===== src/rtl/rob_pkg.sv =====
// Shared ROB types and scheduler constants: issue/writeback records,
// completion status codes, execution-lane indices and the default timeout.
package rob_pkg;

    localparam int ROB_ENTRIES   = 16;
    localparam int ROB_PTR_W     = $clog2(ROB_ENTRIES);
    localparam int NUM_LANES     = 4;
    localparam int SCHED_TIMEOUT = 255;

    localparam int LANE_ALU = 0;
    localparam int LANE_FPU = 1;
    localparam int LANE_LSU = 2;
    localparam int LANE_BRU = 3;

    typedef enum logic [1:0] {
        DONE      = 2'd0,
        EXCEPTION = 2'd1,
        INTERRUPT = 2'd2,
        TRAP      = 2'd3
    } rob_status;

    typedef struct packed {
        logic                 valid;
        logic [ROB_PTR_W-1:0] ptr;
        logic [7:0]           opcode;
    } rob_uop;

    typedef struct packed {
        rob_uop uop;
    } rob_issue;

    typedef struct packed {
        logic                 valid;
        logic [ROB_PTR_W-1:0] ptr;
        rob_status            status;
    } rob_writeback;

endpackage


===== src/rtl/insn_scheduler_if.sv =====
// Scheduler bus: ROB-facing issue/ready/writeback plus the execution-unit
// request/done handshake. slave = scheduler side, master = ROB/units side.
interface insn_scheduler_if;
    import rob_pkg::*;

    logic                    flush_in;
    rob_issue     [3:0]      issue_in;
    logic         [3:0]      unit_ready_out;
    rob_issue     [3:0]      req_out;
    logic         [3:0]      req_valid_out;
    logic         [3:0]      req_ready_in;
    logic         [3:0]      done_valid_in;
    rob_status    [3:0]      done_status_in;
    rob_writeback [3:0]      writeback_out;

    modport slave (
        input  flush_in,
        input  issue_in,
        output unit_ready_out,
        output req_out,
        output req_valid_out,
        input  req_ready_in,
        input  done_valid_in,
        input  done_status_in,
        output writeback_out
    );

    modport master (
        output flush_in,
        output issue_in,
        input  unit_ready_out,
        input  req_out,
        input  req_valid_out,
        output req_ready_in,
        output done_valid_in,
        output done_status_in,
        input  writeback_out
    );

endinterface


===== src/rtl/insn_scheduler_lane.sv =====
// One execution-unit lane: IDLE -> HELD -> BUSY -> IDLE with a busy-cycle
// watchdog. The writeback it produces is combinational for the cycle in
// which the op finishes; the top registers and compacts it.
module sched_lane
    import rob_pkg::*;
#(
    parameter int TIMEOUT = SCHED_TIMEOUT
) (
    input  logic         i_clk,
    input  logic         i_rst,
    input  logic         i_flush,
    input  rob_issue     i_issue,
    output logic         o_ready,
    output rob_issue     o_req,
    output logic         o_req_valid,
    input  logic         i_req_ready,
    input  logic         i_done_valid,
    input  rob_status    i_done_status,
    output rob_writeback o_wb
);

    typedef enum logic [1:0] {
        S_IDLE = 2'd0,
        S_HELD = 2'd1,
        S_BUSY = 2'd2
    } lane_state_t;

    // Counter value seen in the TIMEOUT-th busy cycle (counter starts at 0).
    localparam logic [7:0] TIMEOUT_LAST = 8'(TIMEOUT - 1);

    lane_state_t r_state;
    rob_issue    r_op;
    logic [7:0]  r_cnt;
    logic        r_req_valid;
    logic        w_finish;

    // Op leaves BUSY this cycle, either by completion or by watchdog expiry.
    assign w_finish = (r_state == S_BUSY) &&
                      (i_done_valid || (r_cnt == TIMEOUT_LAST));

    // Ready is gated by reset so the ROB sees 0 while reset is held.
    assign o_ready     = (r_state == S_IDLE) && !i_flush && !i_rst;
    assign o_req       = r_op;
    assign o_req_valid = r_req_valid;

    // Lane FSM, captured op, busy counter and request-valid register.
    always_ff @(posedge i_clk or posedge i_rst) begin
        if (i_rst) begin
            r_state     <= S_IDLE;
            r_op        <= '0;
            r_cnt       <= 8'd0;
            r_req_valid <= 1'b0;
        end else if (i_flush) begin
            r_state     <= S_IDLE;
            r_cnt       <= 8'd0;
            r_req_valid <= 1'b0;
        end else begin
            case (r_state)
                S_IDLE: begin
                    if (i_issue.uop.valid) begin
                        r_op        <= i_issue;
                        r_req_valid <= 1'b1;
                        r_state     <= S_HELD;
                    end
                end
                S_HELD: begin
                    if (i_req_ready) begin
                        r_req_valid <= 1'b0;
                        r_cnt       <= 8'd0;
                        r_state     <= S_BUSY;
                    end
                end
                S_BUSY: begin
                    if (w_finish) begin
                        r_cnt   <= 8'd0;
                        r_state <= S_IDLE;
                    end else begin
                        r_cnt <= r_cnt + 8'd1;
                    end
                end
                default: begin
                    r_state     <= S_IDLE;
                    r_cnt       <= 8'd0;
                    r_req_valid <= 1'b0;
                end
            endcase
        end
    end

    // Completion record; a real done wins over a same-cycle watchdog expiry.
    always_comb begin
        o_wb = '0;
        if (w_finish && !i_flush) begin
            o_wb.valid  = 1'b1;
            o_wb.ptr    = r_op.uop.ptr;
            o_wb.status = i_done_valid ? i_done_status : EXCEPTION;
        end else begin
            o_wb = '0;
        end
    end

endmodule


===== src/rtl/insn_scheduler.sv =====
// Instruction scheduler: four independent unit lanes (ALU, FPU, LSU, BRU)
// between the ROB issue port and the execution units, with completions
// registered and packed into the lowest writeback lanes in unit order.
module insn_scheduler
    import rob_pkg::*;
#(
    parameter int Q_DEPTH = ROB_ENTRIES,
    parameter int TIMEOUT = SCHED_TIMEOUT
) (
    input  logic             clk_in,
    input  logic             rst_in,
    insn_scheduler_if.slave  bus
);

    localparam int PTR_W = $clog2(Q_DEPTH);
    // A ROB shallower than the package maximum only uses the low ptr bits.
    localparam logic [ROB_PTR_W-1:0] PTR_MASK = ROB_PTR_W'((1 << PTR_W) - 1);

    logic         [3:0] w_ready;
    rob_issue     [3:0] w_req;
    logic         [3:0] w_req_valid;
    rob_writeback [3:0] w_lane_wb;
    rob_writeback [3:0] w_comp;
    rob_writeback       w_entry;
    logic         [2:0] w_k;
    rob_writeback [3:0] r_wb;

    for (genvar g = 0; g < NUM_LANES; g++) begin : g_lane
        sched_lane #(
            .TIMEOUT (TIMEOUT)
        ) u_lane (
            .i_clk         (clk_in),
            .i_rst         (rst_in),
            .i_flush       (bus.flush_in),
            .i_issue       (bus.issue_in[g]),
            .o_ready       (w_ready[g]),
            .o_req         (w_req[g]),
            .o_req_valid   (w_req_valid[g]),
            .i_req_ready   (bus.req_ready_in[g]),
            .i_done_valid  (bus.done_valid_in[g]),
            .i_done_status (bus.done_status_in[g]),
            .o_wb          (w_lane_wb[g])
        );
    end

    assign bus.unit_ready_out = w_ready;
    assign bus.req_out        = w_req;
    assign bus.req_valid_out  = w_req_valid;
    assign bus.writeback_out  = r_wb;

    // Pack this cycle's lane completions into the lowest slots, ALU first.
    always_comb begin
        w_comp  = '0;
        w_entry = '0;
        w_k     = 3'd0;
        for (int u = 0; u < NUM_LANES; u++) begin
            if (w_lane_wb[u].valid) begin
                w_entry          = w_lane_wb[u];
                w_entry.ptr      = w_lane_wb[u].ptr & PTR_MASK;
                w_comp[w_k[1:0]] = w_entry;
                w_k              = w_k + 3'd1;
            end else begin
                w_k = w_k;
            end
        end
    end

    // Registered writeback port; a flush cycle yields an all-invalid word.
    always_ff @(posedge clk_in or posedge rst_in) begin
        if (rst_in) begin
            r_wb <= '0;
        end else if (bus.flush_in) begin
            r_wb <= '0;
        end else begin
            r_wb <= w_comp;
        end
    end

endmodule


===== src/flat_wrapper.sv =====
// flat-port wrapper written by rule: the top's interface ports become plain ports
module insn_scheduler_flat import rob_pkg::*;
#(
    parameter int Q_DEPTH = ROB_ENTRIES,
    parameter int TIMEOUT = SCHED_TIMEOUT
)
  (clk_in, rst_in, bus_flush_in, bus_issue_in, bus_unit_ready_out, bus_req_out, bus_req_valid_out, bus_req_ready_in, bus_done_valid_in, bus_done_status_in, bus_writeback_out);
  insn_scheduler_if bus_i ();
  input  logic clk_in;
  input  logic rst_in;
  input wire logic [$bits(bus_i.flush_in)-1:0] bus_flush_in;
  input wire logic [$bits(bus_i.issue_in)-1:0] bus_issue_in;
  output wire logic [$bits(bus_i.unit_ready_out)-1:0] bus_unit_ready_out;
  output wire logic [$bits(bus_i.req_out)-1:0] bus_req_out;
  output wire logic [$bits(bus_i.req_valid_out)-1:0] bus_req_valid_out;
  input wire logic [$bits(bus_i.req_ready_in)-1:0] bus_req_ready_in;
  input wire logic [$bits(bus_i.done_valid_in)-1:0] bus_done_valid_in;
  input wire logic [$bits(bus_i.done_status_in)-1:0] bus_done_status_in;
  output wire logic [$bits(bus_i.writeback_out)-1:0] bus_writeback_out;
  assign bus_i.flush_in = bus_flush_in;
  assign bus_i.issue_in = bus_issue_in;
  assign bus_unit_ready_out = bus_i.unit_ready_out;
  assign bus_req_out = bus_i.req_out;
  assign bus_req_valid_out = bus_i.req_valid_out;
  assign bus_i.req_ready_in = bus_req_ready_in;
  assign bus_i.done_valid_in = bus_done_valid_in;
  assign bus_i.done_status_in = bus_done_status_in;
  assign bus_writeback_out = bus_i.writeback_out;
  insn_scheduler #(.Q_DEPTH(Q_DEPTH), .TIMEOUT(TIMEOUT)) u_core (.clk_in(clk_in), .rst_in(rst_in), .bus(bus_i));
endmodule

===== config.mk =====
export PLATFORM = sky130hd
export DESIGN_NAME = insn_scheduler_flat
export DESIGN_NICKNAME = d
export VERILOG_FILES = /design/src/rtl/rob_pkg.sv /design/src/rtl/insn_scheduler_if.sv /design/src/rtl/insn_scheduler_lane.sv /design/src/rtl/insn_scheduler.sv /design/src/flat_wrapper.sv
export SDC_FILE = /design/constraint.sdc
export NUM_CORES = 1
export LEC_CHECK = 0
export CAP_MARGIN = 10
export CORE_ASPECT_RATIO = 0.9
export CORE_UTILIZATION = 54
export DETAILED_ROUTE_END_ITERATION = 7
export GPL_TIMING_DRIVEN = 0
export PLACE_DENSITY = 0.86
export RECOVER_POWER = 25
export SLEW_MARGIN = 20
export SYNTH_ARGS = -nofsm -noshare
export SYNTH_HDL_FRONTEND = slang
export SYNTH_HIERARCHICAL = 1
export SYNTH_SLANG_ARGS = --single-unit

===== constraint.sdc =====
create_clock -name clk_in -period 6.17 [get_ports clk_in]
set_input_delay 1.5425 -clock clk_in [delete_from_list [all_inputs] [get_ports clk_in]]
set_output_delay 1.5425 -clock clk_in [all_outputs]
set_load 0.1 [all_outputs]

After elaboration in Yosys (flattened, before gate mapping)

Index checks and enable logic that the tools add are counted.

Bits in registers: 124
Output and inout port bits: 88

Reduce and logical (&&, ||, !) cells: 45
Muxes and demuxes: 77
Bitwise gates (word level): 1
Add/subtract/negate cells: 6
Equality and inequality tests: 32
Magnitude comparators: 6

Operators with widths:

| kind                                                | count |
|---|---|
| two-way mux 28 bit                                  | 4 |
| two-way mux 8 bit                                   | 12 |
| one-hot mux 8 bit (3 select lines)                  | 4 |
| bitwise mux 28 bit                                  | 3 |
| two-way mux 7 bit                                   | 8 |
| two-way mux 2 bit                                   | 22 |
| demux 7 bit (select 2 bit)                          | 3 |
| inequality test 3 bit, second input constant        | 12 |
| AND reduction 3 bit                                 | 12 |
| adder 8 x 1 -> 8 bit, second input constant         | 4 |
| == test 8 bit, second input constant                | 4 |
| one-hot mux 2 bit (3 select lines)                  | 4 |
| logical AND 1 bit                                   | 19 |
| inequality test 2 bit, second input constant        | 8 |
| two-way mux 1 bit                                   | 13 |
| one-hot mux 1 bit (3 select lines)                  | 4 |
| == test 2 x 1 -> 1 bit, second input constant       | 4 |
| == test 2 bit, second input constant                | 4 |
| zero test 2 bit                                     | 4 |
| AND reduction 2 bit                                 | 4 |
| < comparator 2 x 3 -> 1 bit, second input constant  | 2 |
| >= comparator 2 x 1 -> 1 bit, second input constant | 2 |
| logical OR 1 bit                                    | 4 |
| < comparator 1 x 3 -> 1 bit, second input constant  | 1 |
| other kinds (5)                                     | 6 |

Depth between registers and ports, before layout

Gate-level depths: netlist (run 1).

Word-level depth: 17
Depth in mapped cells: 13
Gate-level depth less buffers: 10

Cells and area by module

Netlist (run 1), hierarchy kept.

Modules (own cells, without submodules):

| module                                    | seq. area each (um2) | cells an instance | area each (um2) | instances |
|---|---|---|---|---|
| sched_lane at u_core.g_lane[0].u_lane ... | 600.6                | 107               | 1248.7          | 3 |
| insn_scheduler                            | 700.7                | 171               | 1699.1          | 1 |
| sched_lane at u_core.g_lane[3].u_lane     | 600.6                | 106               | 1243.7          | 1 |

Least setup slack after synthesis (run 1)

OpenSTA, ideal clock, no wires.

Path type: input to output
From: in bus_flush_in
To: out bus_unit_ready_out[0]
Path slack: 0.041 ns
Data arrival time: 4.587 ns
Buffers on the path: 1
Cell stages on the path: 2
Cells stage by stage: buf_2 -> nor4_1

Longest elaborated chain between the ends: 3

Ends and longest elaborated chain:

| item                           | line                      | source |
|---|---|---|
| start, declared                | flat_wrapper.sv:11        | `input wire logic [$bits(bus_i.flush_in)-1:0] bus_flush_in;` |
| zero test 1 bit                | insn_scheduler_lane.sv:42 | `assign o_ready = (r_state == S_IDLE) && !i_flush && !i_rst;` |
| logical AND 1 bit (2 in a row) | insn_scheduler_lane.sv:42 |  |
| end, declared                  | flat_wrapper.sv:13        | `output wire logic [$bits(bus_i.unit_ready_out)-1:0] bus_unit_ready_out;` |

No other way between the ends.

Worst setup path after layout (run 1)

Ends and elaborated chain as after synthesis.

==> results of run 1 <==
-- worst max-delay path, stage by stage --
cell             delay [ps]
dlygate4sd3_1           710
clkbuf_1                320
nor4_1                  450
clkdlybuf4s50_1        1220
-- synth_stat cells (all sizes together) (2+ instances only) --
| cell | number |
|---|---|
| o21bai | 8 |
| o32ai | 6 |
| fa | 2 |
| a21boi | 4 |
| o31ai | 10 |
| o2111ai | 6 |
| a21oi | 19 |
| a21o | 9 |
| nor4 | 10 |
| nor2 | 32 |
| nand4 | 16 |
| and2 | 21 |
| a211oi | 10 |
| buf | 33 |
| mux2 | 48 |
| clkbuf | 4 |
| o21ai | 24 |
| or3 | 8 |
| inv | 24 |
| nor4b | 12 |
| a22o | 6 |
| nor2b | 7 |
| ha | 12 |
| nand2b | 9 |
| and4bb | 3 |
| a31oi | 7 |
| a211o | 3 |
| o311ai | 4 |
| mux2i | 12 |
| nand2 | 56 |
| nand3 | 24 |
| a311oi | 6 |
| or2 | 5 |
| nor3 | 7 |
| dfrtp | 124 |
-- cell type report --
type                    instances  share of cell area, %
multi-input cells             413                   34.9
flip-flops and latches        124                   34.3
repair buffers                158                   17.5
clock buffers                  20                   5.16
plain buffers                  37                   3.03
well taps                     160                   2.21
clock inverters                11                   1.84
inverters                      24                  0.997
-- cells by family after synthesis --
group                    Yosys count
AND/OR/NAND/NOR                  212
adder cells (fa/ha/maj)           14
AO/OA/AOI/OAI                    127
flip-flops                       124
buffers and inverters             61
multiplexers                      60
-- report_power, final --
group / leakage [nW] / internal [mW] / total [mW] / switching (mW)
clock: 0.304 / 0.703 / 1.06 / 0.354
sequential: 1.60 / 0.888 / 0.939 / 0.0508
combinational: 1.88 / 0.269 / 0.944 / 0.675
-- worst paths after layout --
check,startpoint,endpoint,slack (ps),depth (start not counted)
min in group asynchronous,rst_in,u_core/g_lane[1].u_lane/o_req[10],2060,2
worst max-delay path,bus_flush_in,bus_unit_ready_out[0],390,4
worst min register to register,u_core/g_lane[0].u_lane/o_req[12],u_core/g_lane[0].u_lane/o_req[12],470,1
max in group asynchronous,rst_in,u_core/bus.writeback_out[17],3380,2
worst min-delay path,u_core/g_lane[0].u_lane/o_req[12],u_core/g_lane[0].u_lane/o_req[12],470,1
worst max register to register,u_core/g_lane[0].u_lane/r_cnt[0],u_core/bus.writeback_out[3],2840,12
-- registers in the layout, indices dropped and copies added (netlist names) --
register                          count
u_core/g_lane.u_lane/o_req_valid      4
u_core/bus.writeback_out             28
u_core/g_lane.u_lane/o_req           52
u_core/g_lane.u_lane/r_state          8
u_core/g_lane.u_lane/r_cnt           32
-- through the flow --
stage,setup slack (ps),hold WS [ps]
floorplan,40.9,481
global placement,591,453
detailed placement,558,458
CTS,538,471
global route,357,487
finish,393,467
-- layer usage --
metal	global-route usage (%)	share of wire, %	up-vias
met1	34.5	41	2659
met4	11.4	2.4	0
li1	-	-	2519
met2	45.5	49	223
met3	8.47	7.0	39
met5	0	0	-
==> parameters.txt, run 1 <==
Parameter                              Value

Yosys
  Synth top area share ... 46.4%
  Leading area contributor after synthesis ... dfrtp_1
  Most used DFF post-synth ... dfrtp_1
  Synthesized-area fraction occupied by ao, oa, aoi and oai cells ... 13.9%
  Number of flops mapped to enable cells by yosys ... 0
  Syn Std Cell Area ... 6690 µm²
  Dominant combinational cell family by area after synthesis ... simple AND/OR/NAND/NOR gates
  Post-synth ARST share ... 100%
  Xor and xnor fraction of the mapped netlist area ... 0%
  Sequential element share of the synthesized area ... 46.4%
  Synthesized area per cell ... 11.2 µm²
  Number of nets produced by synthesis ... 683
  Synth Area in Simple Gates ... 19.3%
  Yosys warning count ... 6
  Adder and majority gate portion of the synthesized area ... 2.84%
  Largest cells by area after synthesis ... dfrtp_1 (46%), mux2_4 (8.1%), nand2_1 (3.1%)
  Multiplexer area fraction after synthesis ... 11.9%
  Distinct cells, synth ... 59
  Post-synthesis instance total ... 598
  Seq cells post-synth ... 124

STA
  Aggregate negative setup slack ... 0 ps
  Minimum period implied by the final worst setup slack ... 5780 ps
  Count of endpoints failing hold in the final timing report ... 0
  Final slew viol count ... 0
  Measured slew at the worst slew-check pin ... 1100 ps
  Worst Skew ... 7.16 ps
  Worst relative slew slack ... 25.3%
  Number of setup violations in the final report ... 0
  RSZ-0062 raised after global routing ... no
  Period utilisation layout ... 93.6%
  Maximum frequency from static timing analysis ... 173 MHz

Hold path
  HP Class ... register to register

Clock network
  Worst-Skew Late Latency ... 420 ps
  CTS tree ... yes
  Hold Buf Count CTS ... 0
  Cell at the root of the clock tree ... clkbuf_16
  CTS sink cnt ... 124
  Clock buffer depth ... 2
  Cts bufs inserted ... 17
  Clock Pin Slew Worst Setup and Hold Paths ... 50 ps
  Quantity of gates resized following cts ... 0
  Post-CTS Setup Repair Bufs ... 0
  CTS HTree Levels ... 4

Flow run
  # Max-Cap Violations ... 0

Drt
  Number of nets with antenna violations after detailed routing ... 0
  Number of vias in the routed layout ... 5,440
  Detail-routed net length per standard cell ... 17.8 µm
  Number of remaining DRC errors ... 0
  Drt first pass iters ... 5
  Routed via count divided by cell count ... 5.74
  Number of design-rule violations left by the first detailed-router iteration ... 348
  Aggregate routed wire length ... 16.9 mm

Finish
  Final layout net count ... 860
  Combined area of the multi-input logic cells ... 3160 µm²
  ANT cells ... 0
  Fill cell count ... 813
  Footprint of the flip-flops and latches ... 3100 µm²
  Most common cell after layout, fill and taps aside ... clkdlybuf4s50_1
  Non-filler instance count after layout ... 947
  Top library cells by usage in the layout, fill and taps aside ... clkdlybuf4s50_1 (156), dfrtp_1 (124), nand2_1 (55)
  Post-layout utilization of the core ... 74.9%
  Area of all placed cells without fillers ... 9040 µm²
  Area delta synth->final ... 35.1%
  Fraction of layout instances using a drive strength above 1 ... 17.0%

Global routing
  Number of global-route vias before repair ... 5,503
  Gr ovfl total ... 0
  Global routing usage summed across all routing layers ... 27.9%
  Global-route wire length before repair ... 27.3 mm
  Pin count of the biggest net entering global routing ... 29
  Number of antenna violations at the first check in global routing ... 0

Worst setup path
  Category of the most critical setup path ... input port to primary output
  Setup crit end kind ... primary output
  Worst-path fanout max ... 9
  Data required, critical path ... 4630 ps
  Startpoint type of the worst setup path ... input port
  Worst path arrival time ... 4230 ps

Power
  Peak supply drop ... 0.271 mV
  Cell leakage power ... 3.78 nW
  Total power divided by cell area ... 325 nW/µm²
  Post-route total power ... 2.94 mW

Run status
  Run status ... finished, final reports clean

Place
  Cell area after placement ... 8470 µm²
  Dpl cells ... 916
  Half-perimeter wire length after placement ... 12.2 mm
  Number of input and output port buffers inserted ... 158
  Placer congestion estimate ... 0.867

Die
  Floorplan die area ... 12,800 µm²
  Die Y ... 108 µm
  Effective utilization at floorplan ... 55.4%
  Cell row count ... 38
  Width of the die ... 119 µm
  Placeable Area ... 12,100 µm²
  Total I/O pin count ... 159
(Power assumes the default switching activity.)
==> run 2: changes to the inputs <==
--- a/config.mk
+++ b/config.mk
@@ -9,6 +9,7 @@
 export CORE_ASPECT_RATIO = 0.9
 export CORE_UTILIZATION = 54
 export DETAILED_ROUTE_END_ITERATION = 7
+export GPL_ROUTABILITY_DRIVEN = 0
 export GPL_TIMING_DRIVEN = 0
 export PLACE_DENSITY = 0.86
 export RECOVER_POWER = 25
==> constraint.sdc (replaced) <==
create_clock -name clk_in -period 6.8 [get_ports clk_in]
set_input_delay 1.7 -clock clk_in [delete_from_list [all_inputs] [get_ports clk_in]]
set_output_delay 1.7 -clock clk_in [all_outputs]
set_load 0.1 [all_outputs]
==> run 2 against run 1 <==
Net effect: worst hold slack better by 6.7 ps; total power fell by 11%; sequential share of layout area is 0.095 points higher; clock power is 14% lower; sequential cell count did not move; clock skew is 0.66 ps higher; register-to-register slack better by 790 ps; wire length decreased by 0.89%; largest cell class unchanged; final cell count is the same; combinational power down 9.0%; setup slack gained 380 ps; largest power group unchanged.
==> parameters.txt, run 2 (synthesis results as in run 1) <==
Parameter                              Value

Run status
  Run status ... finished, final reports clean (unchanged)

Power
  Peak supply drop ... 0.244 mV (was 0.271 mV)
  Post-route total power ... 2.62 mW (was 2.94 mW)
  Total power divided by cell area ... 291 nW/µm² (was 325 nW/µm²)
  Cell leakage power ... 3.78 nW (about the same)

STA
  Worst path setup slack after routing ... 771 ps (was 393 ps)
  Number of setup violations in the final report ... 0 (unchanged)
  Final slew viol count ... 0 (unchanged)
  Minimum period implied by the final worst setup slack ... 6030 ps
  Measured slew at the worst slew-check pin ... 1090 ps (was 1100 ps)
  Worst relative slew slack ... 26.3% (was 25.3%)
  Count of endpoints failing hold in the final timing report ... 0 (unchanged)
  Aggregate negative setup slack ... 0 ps (unchanged)
  Maximum frequency from static timing analysis ... 166 MHz
  Final hold slack ... 474 ps (was 467 ps)
  Period utilisation layout ... 88.7%
  Worst Skew ... 7.82 ps (was 7.16 ps)
  RSZ-0062 raised after global routing ... no (unchanged)

Clock network
  Clock Pin Slew Worst Setup and Hold Paths ... 50 ps (about the same)
  CTS HTree Levels ... 4 (unchanged)
  Worst-Skew Late Latency ... 410 ps (was 420 ps)
  Post-CTS Setup Repair Bufs ... 0 (unchanged)
  Clock buffer depth ... 2 (unchanged)
  CTS tree ... yes (unchanged)
  Quantity of gates resized following cts ... 0 (unchanged)
  Cts bufs inserted ... 17 (unchanged)
  Hold Buf Count CTS ... 0 (unchanged)
  Cell at the root of the clock tree ... clkbuf_16 (unchanged)
  CTS sink cnt ... 124 (unchanged)

Drt
  Number of design-rule violations left by the first detailed-router iteration ... 550 (was 348)
  Detail-routed net length per standard cell ... 17.7 µm (was 17.8 µm)
  Routed via count divided by cell count ... 5.71 (was 5.74)
  Number of nets with antenna violations after detailed routing ... 0 (unchanged)
  Number of vias in the routed layout ... 5,410 (was 5,440)
  Number of remaining DRC errors ... 0 (unchanged)
  Aggregate routed wire length ... 16.7 mm (was 16.9 mm)
  Drt first pass iters ... 5 (unchanged)

Die
  Floorplan die area ... 12,800 µm² (unchanged)
  Cell row count ... 38 (unchanged)
  Placeable Area ... 12,100 µm² (unchanged)
  Total I/O pin count ... 159 (unchanged)
  Die Y ... 108 µm (unchanged)
  Effective utilization at floorplan ... 55.4% (unchanged)
  Width of the die ... 119 µm (unchanged)

Worst setup path
  List of cells traversed by the critical path ... dlygate4sd3_1 -> clkbuf_1 -> nor4_1 -> clkdlybuf4s50_1 (unchanged)
  Setup crit end kind ... primary output (unchanged)
  Cell class contributing the biggest share of worst-path delay ... buffers and inverters (unchanged)
  Reg2Reg Launch Point ... u_core/g_lane[0].u_lane/r_cnt[0] (unchanged)
  Origin of the worst setup path ... bus_flush_in (unchanged)
  Worst-path fanout max ... 9 (unchanged)
  Worst path buffer plus inverter count ... 3 (unchanged)
  Startpoint type of the worst setup path ... input port (unchanged)
  Critical-path cell with the highest stage delay ... clkdlybuf4s50_1 (unchanged)
  End point of the critical path ... bus_unit_ready_out[0] (unchanged)
  Reg2reg setup slack ... 3630 ps (was 2840 ps)
  Data required, critical path ... 5100 ps (was 4630 ps)
  Worst reg-to-reg path cell count ... 12 (unchanged)
  Max incr delay on CP ... 1230 ps (was 1220 ps)
  Number of cells on the critical path ... 4 (unchanged)
  Worst R2R End ... u_core/bus.writeback_out[5] (was u_core/bus.writeback_out[3])
  Category of the most critical setup path ... input port to primary output (unchanged)
  Worst path arrival time ... 4330 ps (was 4230 ps)

Finish
  Area of all placed cells without fillers ... 9010 µm² (was 9040 µm²)
  Fraction of layout instances using a drive strength above 1 ... 16.8% (was 17.0%)
  ANT cells ... 0 (unchanged)
  Area delta synth->final ... 34.8% (was 35.1%)
  Post-layout utilization of the core ... 74.6% (was 74.9%)
  Final layout net count ... 860 (unchanged)
  Most common cell after layout, fill and taps aside ... clkdlybuf4s50_1 (unchanged)
  Top library cells by usage in the layout, fill and taps aside ... clkdlybuf4s50_1 (156), dfrtp_1 (124), nand2_1 (55) (unchanged)
  Non-filler instance count after layout ... 947 (unchanged)
  Flip-flop count of the largest register, all copies and words added ... 52 (unchanged)

Place
  Dpl cells ... 916 (unchanged)
  Half-perimeter wire length after placement ... 12.2 mm (about the same)
  Cell area after placement ... 8470 µm² (unchanged)
  Number of input and output port buffers inserted ... 158 (unchanged)
  Pre-CTS setup slack ... 927 ps (was 558 ps)

Hold path
  Worst Hold Launch ... u_core/g_lane[3].u_lane/o_req[12] (was u_core/g_lane[0].u_lane/o_req[12])
  HP Class ... register to register (unchanged)

Global routing
  Global-route wire length before repair ... 27.2 mm (was 27.3 mm)
  Gr ovfl total ... 0 (unchanged)
  Number of global-route vias before repair ... 5,522 (was 5,503)
  Global routing usage summed across all routing layers ... 27.6% (was 27.9%)
  Number of antenna violations at the first check in global routing ... 0 (unchanged)
  Pin count of the biggest net entering global routing ... 29 (unchanged)

Flow run
  # Max-Cap Violations ... 0 (unchanged)
run 2: cell count changes in the layout (fill, tap and decap cells not counted):
cell / before / now
clkbuf_1: 8 / 11
bufinv_16: 4 / 3
clkinv_4: 1 / 0
nor4b_1: 5 / 4
clkinv_2: 3 / 5
nor4b_4: 7 / 8
clkinvlp_4: 3 / 0
run 2: worst min-delay path by stage:
stage	end	slack [ps]	cells after the start
detailed placement	u_core/g_lane[1].u_lane/o_req[12]	450	1
finish	u_core/g_lane[3].u_lane/o_req[12]	470	1
global route	u_core/g_lane[1].u_lane/o_req[12]	480	1
floorplan	u_core/g_lane[0].u_lane/r_cnt[7]	480	1
CTS	u_core/g_lane[1].u_lane/o_req[12]	470	1
global placement	u_core/g_lane[0].u_lane/o_req[12]	450	1
run 2: worst reg2reg max path: stages, from the launching register on:
cell,delay (ps)
dfrtp_1,420
inv_1,80
ha_1,150
nand3_1,90
o21bai_1,150
and4bb_4,320
buf_2,200
inv_1,160
fa_1,560
and2_4,190
buf_6,130
a31o_4,240
o32ai_1,350
run 2: per-layer routing:
metal  wire length, µm  vias up  part of all wire [%]  GRT usage, %
met4               395        0                   2.4          11.4
met1              6930     2630                    41          34.3
met3               998       39                   6.0          5.51
li1                  -     2525                     -             -
met2              8410      216                    50          47.2
met5                 0        -                     0             0
run 2: power by group:
group,switching [mW],internal (mW),total (mW)
sequential,0.0461,0.806,0.852
clock,0.309,0.599,0.908
combinational,0.614,0.245,0.859
total,0.969,1.65,2.62
run 2: layout make-up:
class / count / area (µm²)
clock inverters: 8 / 115
fillers: 830 / 3060
flip-flops and latches: 124 / 3100
well taps: 160 / 200
clock buffers: 23 / 478
multi-input cells: 413 / 3170
inverters: 24 / 90.1
repair buffers: 158 / 1580
plain buffers: 37 / 274
